### config.mk
export PLATFORM = sky130hd
export DESIGN_NAME = multiplexer
export DESIGN_NICKNAME = d
export VERILOG_FILES = /design/src/rtl/multiplexer.sv
export SDC_FILE = /design/constraint.sdc
export NUM_CORES = 1
export LEC_CHECK = 0
export CAP_MARGIN = 20
export CORE_MARGIN = 1.5
export CORE_UTILIZATION = 40
export CTS_CLUSTER_DIAMETER = 80
export DETAILED_ROUTE_END_ITERATION = 10
export PLACE_DENSITY = 0.85
export SYNTH_ARGS = -nofsm -noshare
export SYNTH_HDL_FRONTEND = slang
export SYNTH_SLANG_ARGS = --single-unit
### constraint.sdc
create_clock -name clock -period 3 [get_ports clock]
set_input_delay 0.3 -clock clock [delete_from_list [all_inputs] [get_ports clock]]
set_output_delay 0.3 -clock clock [all_outputs]
set_load 0.005 [all_outputs]
### src/rtl/multiplexer.sv
// Two-way data mux with registered copy, valid strobe and choice-switch counter.
// Define MULTIPLEXER_PARITY_EN to add the registered parity bit of result_q.
module multiplexer #(
  parameter int unsigned WIDTH       = 32,
  parameter int unsigned COUNT_WIDTH = 16
) (
  input  logic                   clock,
  input  logic                   reset,
  input  logic [WIDTH-1:0]       option1,
  input  logic [WIDTH-1:0]       option2,
  input  logic                   choice,
  input  logic                   enable,
  output logic [WIDTH-1:0]       result,
  output logic [WIDTH-1:0]       result_q,
  output logic                   valid_q,
  output logic [COUNT_WIDTH-1:0] switch_count,
  output logic                   parity_q
);

  logic [WIDTH-1:0]       mux_w;
  logic [WIDTH-1:0]       data_q, data_d;
  logic                   valid_d, vld_q;
  logic                   prev_q, prev_d;
  logic [COUNT_WIDTH-1:0] cnt_q, cnt_d;
  logic                   switched_w;

  assign mux_w  = choice ? option2 : option1;
  assign result = mux_w;

  assign switched_w = enable && (choice != prev_q);

  always_comb begin
    data_d  = data_q;
    prev_d  = prev_q;
    cnt_d   = cnt_q;
    valid_d = enable;
    if (enable) begin
      data_d = mux_w;
      prev_d = choice;
    end
    // Counter sticks at all-ones instead of wrapping.
    if (switched_w && (cnt_q != {COUNT_WIDTH{1'b1}})) begin
      cnt_d = cnt_q + 1'b1;
    end
  end

  always_ff @(posedge clock or posedge reset) begin
    if (reset) begin
      data_q <= '0;
      vld_q  <= 1'b0;
      prev_q <= 1'b0;
      cnt_q  <= '0;
    end else begin
      data_q <= data_d;
      vld_q  <= valid_d;
      prev_q <= prev_d;
      cnt_q  <= cnt_d;
    end
  end

  assign result_q     = data_q;
  assign valid_q      = vld_q;
  assign switch_count = cnt_q;

`ifdef MULTIPLEXER_PARITY_EN
  logic par_q, par_d;

  always_comb begin
    par_d = par_q;
    if (enable) begin
      par_d = ^mux_w;
    end
  end

  always_ff @(posedge clock or posedge reset) begin
    if (reset) begin
      par_q <= 1'b0;
    end else begin
      par_q <= par_d;
    end
  end

  assign parity_q = par_q;
`else
  assign parity_q = 1'b0;
`endif

endmodule

; ---- Word level (Yosys, flattened, before mapping)
; Cells that the tools add are included.
[word_totals]
word_cells = 10
inputBits = 68
regBits = 50
[classes]
addsub = 1
eq_ne = 2
reduce_logical = 2
mux = 1
[op_table]
columns = cell, n
row1 = two-way mux 32 bit, 1
row2 = "adder 16 x 1 -> 16 bit, second input constant", 1
row3 = "inequality test 16 bit, second input constant", 1
row4 = logical AND 1 bit, 2
row5 = inequality test 1 bit, 1

; ---- Depth between registers and ports, before layout
[depth]
word_depth = 3
depth_mapped = 5

; ---- Worst setup path after synthesis
; No wires, ideal clock.
[synth_path]
kind = register to register
start = register cnt_q[0] (netlist: switch_count[0])
end = register cnt_q[8] (netlist: switch_count[8])
t_arrival_ns = 1.595
n_path_buf = 0
setup_ns = 0.128
synth_period_minus_slack_ns = 1.723
stages_incl_launch_ff = 5
setup_slack_ns = 1.277
cell_sequence = dfrtp_1 -> ha_1 -> nand4_1 -> or4b_4 -> mux2_1
[synth_via]
elab_chain_cells = 2
elab_cells_between_ends = 3
classes_between = 1 x add/sub / 1 x eq/ne / 1 x reduce/logical
[synth_rtl]
columns = element, line
row1 = from (decl), 24  ; logic [COUNT_WIDTH-1:0] cnt_q, cnt_d;
row2 = from (signal assigned), 57  ; cnt_q <= cnt_d;
row3 = branches (longest 2 deep; another with adder 16 x 1 -> 16 bit), -
; Several ways; the timed one is not identified.
; A chain may end at the register's enable or synchronous reset.

; ---- Final worst setup path
[layout_path]
start = input choice
end = output result[3]
[layout_via]
elab_chain_cells = 1
[layout_rtl]
columns = element, line
row1 = from (decl), 11  ; input logic choice,
row2 = two-way mux 32 bit, 27  ; assign mux_w = choice ? option2 : option1;
row3 = to (decl), 13  ; output logic [WIDTH-1:0] result,
; Every way passes these cells.

==> results.toml <==
[drt]
vias = 2043
ant_nets = 0
first_pass_iters = 4
drc = 0
via_per_inst = 5.01
wl_um = 6150
drt_iter0_markers = 37
wl_per_cell_um = 15.1

[worst_setup_path]
crit_end = "result[3]"
r2r-start = "switch_count[0]$_DFFE_PP0P_"
cp-start-kind = "primary input"
crit_type = "in2out"
cp_max_fo = 34
required_ns = 2.70
critPathArrivalTime_ns = 1.84
r2r_cells = 5
end_kind = "primary output"
r2r_end = "switch_count[1]$_DFFE_PP0P_"
critPathLaunch = "choice"
reg2reg_slack_ns = 1.12

[final_layout]
area_delta_synth_final_pct = 65.6
fill_cells = 462
nNetsFinal = 401
diodes = 0
ff_latch_area_um2 = 1250
final_cells = 408
multi_input_area_um2 = 1160
layout-drive-gt1-share = 0.246

[global_routing]
grt_first_pass_wirelength_um = 9740
track_usage = 0.190
antenna_found_initial = 0
grt_overflow = 0
grt_pass1_vias = 2062
grt_max_degree = 38

[synthesis]
syn_inst = 184
synth.area.top_cells = "dfrtp_1 51%, mux2_2 30%, xor2_1 3.9%"
synth-simple-area-share = 0.0825
ys_seq_area_frac = 0.506
synthArstFlopShare = 1.00
synth_xor_area_frac = 0.0572
yosysWarnings = 0
yosysUniqueCellTypes = 31
synth_edf_count = 0
synth_top_cell_by_area = "dfrtp_1"
synth_ff_type = "dfrtp_1"
synth_top_area_share = 0.506
muxShareOfSynthArea = 0.305
synth-compound-area-share = 0.0167
syn_avg_cell_area_um2 = 13.4
ys_ff_latch = 50
synth_top_family_by_area = "multiplexers"
netlist_area_um2 = 2470
syn-num-nets = 253
synth_fa_ha_area_frac = 0.00506

[sta]
min_period_ns = 2.14
final.setup.tns_ns = 0
drv_slew = 0
max-slew-margin-rel = 0.442
setup_viol = 0
tightestPinTransition_ns = 0.837
finalHoldViolations = 0
max_freq_mhz = 467
period_share = 0.714
finalClockSkew_ns = 0.00360
rsz0062_at_grt = "no"

[placement]
dp_cells = 400
portBuffers = 148
gp_congestion = 0.782
hpwlAfterDp_um = 4660

[clocking]
clkSinkCount = 50
holdBufCountCts = 0
cts.clk_slew.worst_paths_ns = 0.09
cts_max_level = 2
clkLatencyLatePin_ns = 0.29
cts_resized = 0
cts_inserted_buffers = 5
cts_root_buffer = "clkbuf_8"
cts_setup_buffers = 0
cts_max_path_buffers = 2
cts_tree = "built"

[floorplan]
start_util = 0.415
die-area_um2 = 6660
pin_count = 150
num_rows = 28
floorplan.core_area_um2 = 5960
die_w_um = 81.6
die_y_um = 81.6

[pwr]
finalPower_w = 0.00185
p_leak_nw = 1.68
vdd_drop_max_v = 0.000246
power_density_nw_per_um2 = 452

[worst_hold_path]
hp-class = "in2async"

[status]
status = "completed"

[flow_run]
max_cap_violations = 0
## logic make-up after synthesis
kind of cell               count (synthesis)
xor gates and xnor gates                  14
muxes                                     67
other                                      1
and+or+nand+nor                           33
DFF                                       50
AOI/OAI and AO/OA                          5
buffers and inverters                     13
adders and majority gates                  1
## sequential cells by signal, indices dropped and copies added, names as in the netlist
register,cells
result_q,32
valid_q,1
switch_count,16
prev_q,1
## power breakdown
group / internal (W) / leakage, nW / switching [W]
combinational: 0.000408 / 1.03 / 0.000191
sequential: 0.000771 / 0.600 / 0.0000812
clock: 0.000187 / 0.0482 / 0.000214
total: 0.00137 / 1.68 / 0.000486
## cells in the final DEF, fill, tap and decap left out, types with 2 or more instances in the layout
| cell type | instances |
|---|---|
| nor2_1 | 2 |
| xor2_1 | 11 |
| mux2_1 | 2 |
| mux2_2 | 65 |
| clkbuf_8 | 6 |
| o31ai_1 | 2 |
| nand3_1 | 5 |
| nand4_1 | 5 |
| inv_1 | 3 |
| buf_4 | 2 |
| nand2_1 | 4 |
| clkdlybuf4s50_1 | 146 |
| and2_1 | 2 |
| nor3b_1 | 2 |
| xnor2_1 | 2 |
| nor3_1 | 5 |
| nor4_1 | 3 |
| buf_2 | 2 |
| dfrtp_1 | 50 |
## final cells by class
| class | instances | share of cell area |
|---|---|---|
| tap | 75 | 0.0229 |
| clock inverter | 1 | 0.00122 |
| timing repair buffer | 150 | 0.363 |
| sequential | 50 | 0.306 |
| clock buffer | 7 | 0.0211 |
| multi-input combinational | 121 | 0.283 |
| inverter | 4 | 0.00367 |
## metrics by stage
step	hold WS [ns]	utilization	worst slack [ns]	area (um^2)
5_1_grt	0.368	0.688	0.756	4100
3_3_place_gp	0.487	0.672	0.851	4000
2_1_floorplan	0.331	-	1.28	2470
3_5_place_dp	0.487	0.672	0.834	4000
6_report	0.327	0.688	0.859	4100
4_1_cts	0.337	0.688	0.836	4100
## per-layer routing
layer  vias to the layer above  part of all wire  track usage
li1                        954                 -            -
met1                       987              0.40        0.220
met2                        93              0.49        0.330
met3                         9             0.098       0.0656
met4                         0             0.014       0.0593
met5                         -                 0            0
## synthesized netlist by cell type (all sizes together) (3+ instances only)
cell type and instances:
nand4 5, nor3 5, xor2 12, mux2 67, dfrtp 50, buf 7, nor3b 3, nand2 4
inv 4, nand3 5, nor4 4
## how the worst min path moves through the flow
stage | end | slack [ns] | cells past startpoint
2_1_floorplan | valid_q$_DFF_PP0_ | 0.33 | 0
3_3_place_gp | switch_count[15]$_DFFE_PP0P_ | 0.49 | 1
3_5_place_dp | switch_count[15]$_DFFE_PP0P_ | 0.49 | 1
4_1_cts | result_q[22]$_DFFE_PP0P_ | 0.34 | 2
5_1_grt | result_q[19]$_DFFE_PP0P_ | 0.37 | 2
6_report | result_q[22]$_DFFE_PP0P_ | 0.33 | 2
## worst max-delay path, cell delays in order
cell and delay [ns]:
buf_2 0.64, mux2_2 0.43, clkdlybuf4s50_1 0.46
No activity file was read; power rests on OpenSTA's default activity.
